==> src/rtl/parity_uart_tx_pkg.sv <==
// Shared types and constants for the parity UART transmitter.
// Provides the FSM state encoding, parity mode constants, the 9-bit
// parity-encoded word payload and a parity consistency helper.
package parity_uart_tx_pkg;

  localparam int unsigned DATA_W    = 8;
  localparam int unsigned WORD_W    = DATA_W + 1;
  localparam int unsigned BIT_IDX_W = 3;

  // Parity mode select values
  localparam logic PAR_EVEN = 1'b0;
  localparam logic PAR_ODD  = 1'b1;

  // Parity-encoded word: [8] parity, [7:0] data
  typedef struct packed {
    logic              par;
    logic [DATA_W-1:0] data;
  } par_word_t;

  typedef enum logic [2:0] {
    ST_IDLE   = 3'd0,
    ST_START  = 3'd1,
    ST_DATA   = 3'd2,
    ST_PARITY = 3'd3,
    ST_STOP   = 3'd4
  } state_e;

  // True when the parity bit disagrees with the selected mode
  function automatic logic parity_bad(input par_word_t w, input logic mode);
    return w.par != ((^w.data) ^ (mode == PAR_ODD));
  endfunction

endpackage

==> src/rtl/parity_uart_tx_if.sv <==
// Upstream word handshake between the parity generator and the transmitter.
//   data_even / data_odd : parity-encoded words from the generator
//   parity_sel           : 0 picks data_even, 1 picks data_odd
//   in_valid / in_ready  : accept when both are high
interface parity_uart_tx_if;
  import parity_uart_tx_pkg::*;

  par_word_t data_even;
  par_word_t data_odd;
  logic      parity_sel;
  logic      in_valid;
  logic      in_ready;

  modport master (
    output data_even, data_odd, parity_sel, in_valid,
    input  in_ready
  );

  modport slave (
    input  data_even, data_odd, parity_sel, in_valid,
    output in_ready
  );

endinterface

==> src/rtl/parity_uart_baud_gen.sv <==
// Baud counter for the parity UART transmitter.
//   clk, rst_n  : clock, async active-low reset
//   en, clr     : count enable, synchronous clear (clr wins)
//   bit_tick_c  : high in the last cycle of a bit (counter wrap cycle)
//   pre_tick_c  : high in the cycle before the wrap cycle
module parity_uart_baud_gen #(
  parameter int unsigned CLKS_PER_BIT = 16
) (
  input  logic clk,
  input  logic rst_n,
  input  logic en,
  input  logic clr,
  output logic bit_tick_c,
  output logic pre_tick_c
);

  localparam int unsigned CNT_W = (CLKS_PER_BIT > 1) ? $clog2(CLKS_PER_BIT) : 1;
  localparam logic [CNT_W-1:0] CNT_MAX = CNT_W'(CLKS_PER_BIT - 1);
  localparam logic [CNT_W-1:0] CNT_PRE = CNT_W'(CLKS_PER_BIT - 2);

  logic [CNT_W-1:0] cnt_q, cnt_d;

  // Count with wrap at CLKS_PER_BIT-1
  always_comb begin
    cnt_d = cnt_q;
    if (clr) begin
      cnt_d = '0;
    end else if (en) begin
      cnt_d = (cnt_q == CNT_MAX) ? '0 : cnt_q + CNT_W'(1);
    end
  end

  always_ff @(posedge clk or negedge rst_n) begin
    if (!rst_n) cnt_q <= '0;
    else        cnt_q <= cnt_d;
  end

  assign bit_tick_c = en && !clr && (cnt_q == CNT_MAX);
  assign pre_tick_c = en && !clr && (cnt_q == CNT_PRE);

endmodule

==> src/rtl/parity_uart_tx.sv <==
// Parity UART transmitter: accepts one parity-encoded word per handshake and
// sends start, 8 data bits LSB first, parity, STOP_BITS stop bits on txd.
//   clk, rst_n : clock, async active-low reset
//   bus        : word handshake (slave side); in_ready decoded from state
//   txd        : serial line, idles high
//   busy       : frame in progress
//   done       : one-cycle pulse in the last stop-bit cycle
//   par_err    : one-cycle pulse after accepting a word with wrong parity
module parity_uart_tx
  import parity_uart_tx_pkg::*;
#(
  parameter int unsigned CLKS_PER_BIT = 16,
  parameter int unsigned STOP_BITS    = 1
) (
  input  logic                   clk,
  input  logic                   rst_n,
  parity_uart_tx_if.slave        bus,
  output logic                   txd,
  output logic                   busy,
  output logic                   done,
  output logic                   par_err
);

  state_e                 state_q, state_d;
  logic [WORD_W-1:0]      shift_q, shift_d;
  logic [BIT_IDX_W-1:0]   bit_idx_q, bit_idx_d;
  logic                   stop_q, stop_d;
  logic                   txd_q, txd_d;
  logic                   busy_q, busy_d;
  logic                   done_q, done_d;
  logic                   par_err_q, par_err_d;

  logic                   bit_tick_c;
  logic                   pre_tick_c;
  logic                   accept_c;
  logic                   stop_last_c;
  par_word_t              sel_word_c;

  assign bus.in_ready = (state_q == ST_IDLE);
  assign accept_c     = bus.in_valid && (state_q == ST_IDLE);
  assign sel_word_c   = bus.parity_sel ? bus.data_odd : bus.data_even;
  assign stop_last_c  = (STOP_BITS == 1) ? 1'b1 : stop_q;

  parity_uart_baud_gen #(
    .CLKS_PER_BIT (CLKS_PER_BIT)
  ) u_baud (
    .clk        (clk),
    .rst_n      (rst_n),
    .en         (state_q != ST_IDLE),
    .clr        (state_q == ST_IDLE),
    .bit_tick_c (bit_tick_c),
    .pre_tick_c (pre_tick_c)
  );

  // State register
  always_ff @(posedge clk or negedge rst_n) begin
    if (!rst_n) state_q <= ST_IDLE;
    else        state_q <= state_d;
  end

  // Next-state logic
  always_comb begin
    state_d = state_q;
    unique case (state_q)
      ST_IDLE:   if (accept_c)                     state_d = ST_START;
      ST_START:  if (bit_tick_c)                   state_d = ST_DATA;
      ST_DATA:   if (bit_tick_c && (bit_idx_q == BIT_IDX_W'(7)))
                                                   state_d = ST_PARITY;
      ST_PARITY: if (bit_tick_c)                   state_d = ST_STOP;
      ST_STOP:   if (bit_tick_c && stop_last_c)    state_d = ST_IDLE;
      default:                                     state_d = ST_IDLE;
    endcase
  end

  // Datapath and output next values
  always_comb begin
    shift_d   = shift_q;
    bit_idx_d = bit_idx_q;
    stop_d    = stop_q;
    txd_d     = txd_q;
    busy_d    = (state_d != ST_IDLE);
    done_d    = 1'b0;
    par_err_d = 1'b0;
    unique case (state_q)
      ST_IDLE: begin
        if (accept_c) begin
          shift_d   = sel_word_c;
          bit_idx_d = '0;
          stop_d    = 1'b0;
          txd_d     = 1'b0;
          par_err_d = parity_bad(sel_word_c, bus.parity_sel);
        end
      end
      ST_START: begin
        if (bit_tick_c) txd_d = shift_q[0];
      end
      ST_DATA: begin
        // Shift as each data bit ends; after the 8th, shift_q[1] is the parity bit
        if (bit_tick_c) begin
          shift_d   = shift_q >> 1;
          txd_d     = shift_q[1];
          bit_idx_d = bit_idx_q + BIT_IDX_W'(1);
        end
      end
      ST_PARITY: begin
        if (bit_tick_c) txd_d = 1'b1;
      end
      ST_STOP: begin
        // Registered done must be set one cycle early to land in the last cycle
        if (pre_tick_c && stop_last_c) done_d = 1'b1;
        if (bit_tick_c && !stop_last_c) stop_d = 1'b1;
      end
      default: begin
        txd_d = 1'b1;
      end
    endcase
  end

  always_ff @(posedge clk or negedge rst_n) begin
    if (!rst_n) begin
      shift_q   <= '0;
      bit_idx_q <= '0;
      stop_q    <= 1'b0;
      txd_q     <= 1'b1;
      busy_q    <= 1'b0;
      done_q    <= 1'b0;
      par_err_q <= 1'b0;
    end else begin
      shift_q   <= shift_d;
      bit_idx_q <= bit_idx_d;
      stop_q    <= stop_d;
      txd_q     <= txd_d;
      busy_q    <= busy_d;
      done_q    <= done_d;
      par_err_q <= par_err_d;
    end
  end

  assign txd     = txd_q;
  assign busy    = busy_q;
  assign done    = done_q;
  assign par_err = par_err_q;

endmodule

==> src/flat_wrapper.sv <==
// flat-port wrapper written by rule: the top's interface ports become plain ports
module parity_uart_tx_flat import parity_uart_tx_pkg::*;
#(
  parameter int unsigned CLKS_PER_BIT = 16,
  parameter int unsigned STOP_BITS    = 1
)
  (clk, rst_n, txd, busy, done, par_err, bus_data_even, bus_data_odd, bus_parity_sel, bus_in_valid, bus_in_ready);
  parity_uart_tx_if bus_i ();
  input  logic clk;
  input  logic rst_n;
  output logic txd;
  output logic busy;
  output logic done;
  output logic par_err;
  input wire logic [$bits(bus_i.data_even)-1:0] bus_data_even;
  input wire logic [$bits(bus_i.data_odd)-1:0] bus_data_odd;
  input wire logic [$bits(bus_i.parity_sel)-1:0] bus_parity_sel;
  input wire logic [$bits(bus_i.in_valid)-1:0] bus_in_valid;
  output wire logic [$bits(bus_i.in_ready)-1:0] bus_in_ready;
  assign bus_i.data_even = bus_data_even;
  assign bus_i.data_odd = bus_data_odd;
  assign bus_i.parity_sel = bus_parity_sel;
  assign bus_i.in_valid = bus_in_valid;
  assign bus_in_ready = bus_i.in_ready;
  parity_uart_tx #(.CLKS_PER_BIT(CLKS_PER_BIT), .STOP_BITS(STOP_BITS)) u_core (.clk(clk), .rst_n(rst_n), .bus(bus_i), .txd(txd), .busy(busy), .done(done), .par_err(par_err));
endmodule
==> config.mk <==
export PLATFORM = sky130hd
export DESIGN_NAME = parity_uart_tx_flat
export DESIGN_NICKNAME = d
export VERILOG_FILES = /design/src/rtl/parity_uart_tx_pkg.sv /design/src/rtl/parity_uart_tx_if.sv /design/src/rtl/parity_uart_baud_gen.sv /design/src/rtl/parity_uart_tx.sv /design/src/flat_wrapper.sv
export SDC_FILE = /design/constraint.sdc
export NUM_CORES = 1
export LEC_CHECK = 0
export BUFFER_PORTS_ARGS = -buffer_cell sky130_fd_sc_hd__buf_2
export CAP_MARGIN = 20
export CELL_PAD_IN_SITES_DETAIL_PLACEMENT = 0
export CELL_PAD_IN_SITES_GLOBAL_PLACEMENT = 1
export CORE_ASPECT_RATIO = 1.4
export CORE_MARGIN = 2
export CORE_UTILIZATION = 37
export CTS_CLUSTER_SIZE = 20
export DETAILED_ROUTE_END_ITERATION = 7
export PLACE_DENSITY = 0.78
export RECOVER_POWER = 100
export SLEW_MARGIN = 10
export SYNTH_ARGS = -nofsm -noshare
export SYNTH_HDL_FRONTEND = slang
export SYNTH_SLANG_ARGS = --single-unit
==> constraint.sdc <==
create_clock -name clk -period 1.7 [get_ports clk]
set_clock_uncertainty 0.15 [all_clocks]
set_input_delay 0.085 -clock clk [delete_from_list [all_inputs] [get_ports clk]]
set_output_delay 0.085 -clock clk [all_outputs]
set_load 0.005 [all_outputs]
Yosys cells after proc, flatten, opt, wreduce, memory -nomap -nowiden
Index checks and enable logic that the tools add are counted.
{ "op_classes": {"bitwise_logic": 2, "n_mux": 25, "eq_ne": 12, "n_reduce_logical": 14, "add_sub_neg": 2} }
{ "op_table": {"columns": ["cell", "n"], "rows": [
  ["$mux 9", 3],
  ["$mux 3", 7],
  ["$pmux 9 s2", 1],
  ["$pmux 3 s5", 1],
  ["$mux 4", 3],
  ["$eq 4x4->1 const B", 2],
  ["$mux 1", 8],
  ["$ne 2x1->1 const B", 4],
  ["$reduce_xor 8->1", 1],
  ["$eq 3x2->1 const B", 2],
  ["$eq 3x3->1 const B", 2],
  ["$pmux 3 s2", 1],
  ["$reduce_bool 3->1", 2],
  ["$logic_and 1x1->1", 5],
  ["$pmux 1 s5", 1],
  ["$reduce_and 5->1", 1],
  ["$add 4x1->4 const B", 1],
  ["$reduce_bool 2->1", 2],
  ["$add 3x1->3 const B", 1],
  ["$eq 3x1->1 const B", 1],
  ["$logic_not 3->1", 1],
  ["$reduce_and 3->1", 1],
  ["$logic_not 1->1", 1],
  ["$ne 1x1->1", 1],
  ["2 further kinds", 2]
]} }
{ "totals": {"in_bits": 22, "register_bits": 23, "out_inout_bits": 5, "elab_cells": 63} }

Longest topological paths before layout
{ "logic_depth": {"word_depth": 8, "ltp_mapped": 7, "depth_no_buf": 6} }

Hierarchy
Synthesis repeated with hierarchy kept, for this count alone.
{ "hier_totals": {"hier_cells": 145, "area_unflattened_um2": 1385.1} }
{ "by_module_without_submodules": {"columns": ["module", "area_per_inst_um2", "seq_area_each_um2", "cells_per_inst", "n_inst"], "rows": [
  ["parity_uart_tx", 1146.1, 476.7, 121, 1],
  ["parity_uart_baud_gen", 239.0, 100.1, 24, 1]
]} }

Worst setup path before layout
OpenSTA, ideal clock, no wires.
{ "synth_timing": {"kind": "register to register", "startpoint": "register u_core.u_baud.cnt_q[0]", "endpoint": "register u_core.shift_q[7]", "n_path_buf": 1, "setup_time_ps": 121, "path_stages_with_launch": 7, "t_arrival_ps": 1401, "period_less_slack_ps": 1671, "required_ps": 1429, "slack_ps": 29, "cell_sequence": "dfrtp_1 -> ha_1 -> nand3_2 -> or3_1 -> buf_6 -> o22ai_1 -> nor2_1"} }
{ "synth_between": {"elab_chain_len": 4} }
{ "synth_lines": {"columns": ["element", "line", "rtl"], "rows": [
  ["from (decl)", "parity_uart_baud_gen.sv:21", "logic [CNT_W-1:0] cnt_q, cnt_d;"],
  ["from (signal assigned)", "parity_uart_baud_gen.sv:35", "else cnt_q <= cnt_d;"],
  ["$eq 4x4->1", "parity_uart_baud_gen.sv:38", "assign bit_tick_c = en && !clr && (cnt_q == CNT_MAX);"],
  ["$logic_and 1x1->1", "parity_uart_baud_gen.sv:38", null],
  ["$ne 2x1->1 (no source line)", null, null],
  ["$reduce_and 3->1 (no source line)", null, null],
  ["to (signal assigned)", "parity_uart_tx.sv:129", "shift_q <= shift_d;"],
  ["to (decl)", "parity_uart_tx.sv:25", "logic [WORD_W-1:0] shift_q, shift_d;"]
]} }
Every way passes these cells.
A chain may end at the register's enable or synchronous reset.

Worst setup path in the final report
{ "layout_timing": {"startpoint": "register u_core.u_baud.cnt_q[1]", "endpoint": "register u_core.shift_q[6]"} }
Same word-level chain as after synthesis.

==> reports/metrics.csv <==
stage,metric,value,unit
outcome,status,completed,
finish,drive_gt1_frac,0.345,
floorplanning,rows,26,
sta,finalCritPeriodShare,0.967,
synthesis,synth_top_area_frac,0.408,
synthesis,syn_nets,156,
sta,worstMarginPinSlew,0.588,ns
floorplanning,start_util,0.377,
sta,drv_slew,0,
hold_path,hold_path_end,u_core.shift_q[8],
synthesis,synth_most_common_cell,nor2_1,
cts,cts_root_buffer,clkbuf_8,
grt,grt_max_degree,24,
cts,cts_tree,yes,
placement,pre_cts_slack,-0.000899,ns
floorplanning,die_x,55.0,um
synthesis,ys.flop_type,dfrtp_1,
finish,design_area,0.00165,mm^2
critical_path,crit_type,register to register,
route,wire_per_inst,13.1,um
grt,grt_pass1_vias,976,
sta,timing.hold.ws,0.0162,ns
critical_path,cp_slowest_stage_delay,0.37,ns
placement,place_congestion,0.737,
cts,path_clk_slew,0.08,ns
finish,fillCellCount,360,
route,drc_errors,0,
finish,multiInputGateArea,731,um^2
grt,antenna_found_initial,0,
placement,dpl_cell_area,0.00156,mm^2
flow_run,drv_cap,0,
floorplanning,design.core.area,0.00358,mm^2
hold_path,hp-start,bus_data_even[8],
critical_path,worstPathRequired,1.70,ns
critical_path,crit_fanout,5,
synthesis,ys_top_cells_by_area,"dfrtp_1 41%, mux2_2 6.7%, nor2_1 6.7%",
synthesis,post-synth-top-area-cell,dfrtp_1,
critical_path,arrival,1.64,ns
critical_path,start_kind,register,
finish,layout.nets,195,
synthesis,synth_seq_cells,23,
placement,numPortBuffers,26,
sta,clock.fmax,608,MHz
power,p_int,1.37,mW
critical_path,r2r-end,u_core.shift_q[6],
power,vdd_ir_drop_max,1010,uV
synthesis,synthesis.area,0.00135,mm^2
critical_path,r2r_slack,0.06,ns
hold_path,min_path_cells,3,
sta,maxSlewHeadroom,0.608,
critical_path,crit_slowest_cell,dfrtp_1,
sta,rsz0062_at_grt,false,
floorplanning,dieArea,0.00415,mm^2
finish,n_antenna_cell,0,
critical_path,path_cells,ha_2 -> nand3_2 -> or3_4 -> buf_6 -> o22ai_1 -> nor2_1,
sta,timing.final.hold_violations,0,
grt,grt_overflow_total,0,
hold_path,hold_class,primary input to register,
floorplanning,fp.dieH,75.4,um
critical_path,reg2regPathDepth,6,
synthesis,ys_seq_area_frac,0.428,
critical_path,crit_path_end_kind,register,
finish,regArea,577,um^2
power,cellPowerDensity,1290,mW/mm^2
route,vias,1079,
route,via_per_inst,5.14,
sta,setup_ws,0.0557,ns
finish,area_growth,22.5,%
cts,cts_made_buffers,3,
power,p_leak,0.758,nW
synthesis,async_flop_share,1.00,
power,combPwrFrac,0.401,
cts,clock_sinks,23,
power,sequentialPowerShare,0.442,
placement,dpl.hpwl,2.07,mm
synthesis,synth_edf_count,0,
grt,grt_usage,0.133,
route,dr.pass1.iters,5,
critical_path,cp.buffers_inverters,1,
cts,clk_latency,0.26,ns
power,p_clk_frac,0.157,
critical_path,reg2reg_from,u_core.u_baud.cnt_q[1],
synthesis,synth_cells,130,
critical_path,crit_family,simple AND/OR/NAND/NOR gates,
cts,clock_path_buffers,2,
sta,finalSetupViolCount,0,
synthesis,yosys_warnings,0,
grt,grt_pass1_wl,4.13,mm
floorplanning,io_pins,27,
synthesis,syn_avg_cell_area,10.4,um^2
synthesis,synth_cell_types,34,
cts,htreeDepth,1,
route,ant_nets,0,
sta,min_period,1.64,ns
route,drt_iter0_markers,9,
power,sw_frac_of_total,0.361,
power,switchingPower,772,uW
synthesis,synth_common_cells,"24 x nor2_1, 22 x dfrtp_1, 9 x o22ai_1",
route,totalWireLength,2.75,mm
-- worst min-delay path: stages --
cell	delay, ns
buf_2	0.09
mux2i_1	0.06
o2bb2ai_1	0.15
-- cells by family (layout without fill, tap and decap cells) --
kind of cell / Yosys count / count (layout) / share of synthesized area
and+or+nand+nor: 43 / 43 / 0.170
AOI/OAI and AO/OA: 24 / 24 / 0.111
DFF: 23 / 23 / 0.428
xor gates and xnor gates: 14 / 14 / 0.101
muxes: 13 / 13 / 0.104
buffers and inverters: 9 / 47 / 0.0492
adders and majority gates: 4 / 4 / 0.0371
-- per-layer routing --
metal / up-vias / GRT usage / part of all wire
li1: 532 / - / -
met1: 525 / 0.154 / 0.41
met2: 20 / 0.250 / 0.55
met3: 2 / 0.0176 / 0.035
met4: 0 / 0.0325 / 0.0058
met5: - / 0 / 0
-- layout by cell type (no fill, tap or decap), types with 2 or more instances in the layout --
master / n
mux2i_1: 5
dfrtp_1: 22
a21oi_1: 4
o21ai_0: 5
clkbuf_1: 5
a22o_1: 2
o22ai_2: 3
xor2_1: 8
nand2_1: 5
ha_1: 3
nand3_1: 2
nor2_1: 24
o22ai_1: 6
buf_4: 8
nor3_1: 3
buf_2: 24
clkbuf_8: 3
xnor2_1: 5
mux2_2: 8
inv_1: 2
nor3b_1: 2
buf_6: 2
-- state kept, by name (all words and copies together) (netlist names) --
| signal | cells |
|---|---|
| u_core.shift_q | 9 |
| u_core.u_baud.cnt_q | 4 |
| u_core.par_err | 1 |
| u_core.done | 1 |
| u_core.txd | 1 |
| u_core.bit_idx_q | 3 |
| u_core.state_q | 3 |
| u_core.busy | 1 |
-- power by group through the flow --
stage               Sequential (mW)  Clock (mW)  Combinational, mW
floorplan                     0.901           0              0.613
detailed placement            0.947           0              0.844
global placement              0.936           0              0.798
CTS                           0.937       0.344              0.867
global route                  0.972       0.366              0.972
finish                        0.946       0.336              0.857
-- layout make-up --
class                      count  share of cell area
inverter                       2             0.00454
clock buffer                   4              0.0273
sequential                    23               0.349
multi-input combinational     98               0.442
timing repair buffer          41               0.145
tap                           42              0.0318
-- metrics by stage --
step	total power, mW	setup TNS (ns)	util	instances
3_5_place_dp	1.79	-0.000899	0.435	202
2_1_floorplan	1.51	0	-	130
5_1_grt	2.31	0	0.462	210
3_3_place_gp	1.73	0	0.435	202
4_1_cts	2.15	0	0.454	208
6_report	2.14	0	0.462	210
-- worst max path at each step --
stage,startpoint,endpoint,slack (ns),depth (start not counted)
after floorplan,u_core.u_baud.cnt_q[0],u_core.shift_q[7],0.03,6
after global placement,u_core.u_baud.cnt_q[0],u_core.shift_q[4],0.07,6
after detailed placement,u_core.u_baud.cnt_q[0],u_core.shift_q[4],-0.0009,6
after CTS,u_core.u_baud.cnt_q[0],u_core.shift_q[4],0.01,6
after global routing,u_core.u_baud.cnt_q[1],u_core.shift_q[1],0.009,6
final,u_core.u_baud.cnt_q[1],u_core.shift_q[6],0.06,6
-- repair_timing --
action / CTS / global route
cloned: 0 / 1
gates resized for setup: 2 / 7
hold buffers: 1 / 0
setup endpoints to repair: 1 / 8
setup buffers: 1 / 1
hold endpoints to repair: 22 / 0
pin swaps: 0 / 1
(Power assumes the default switching activity.)
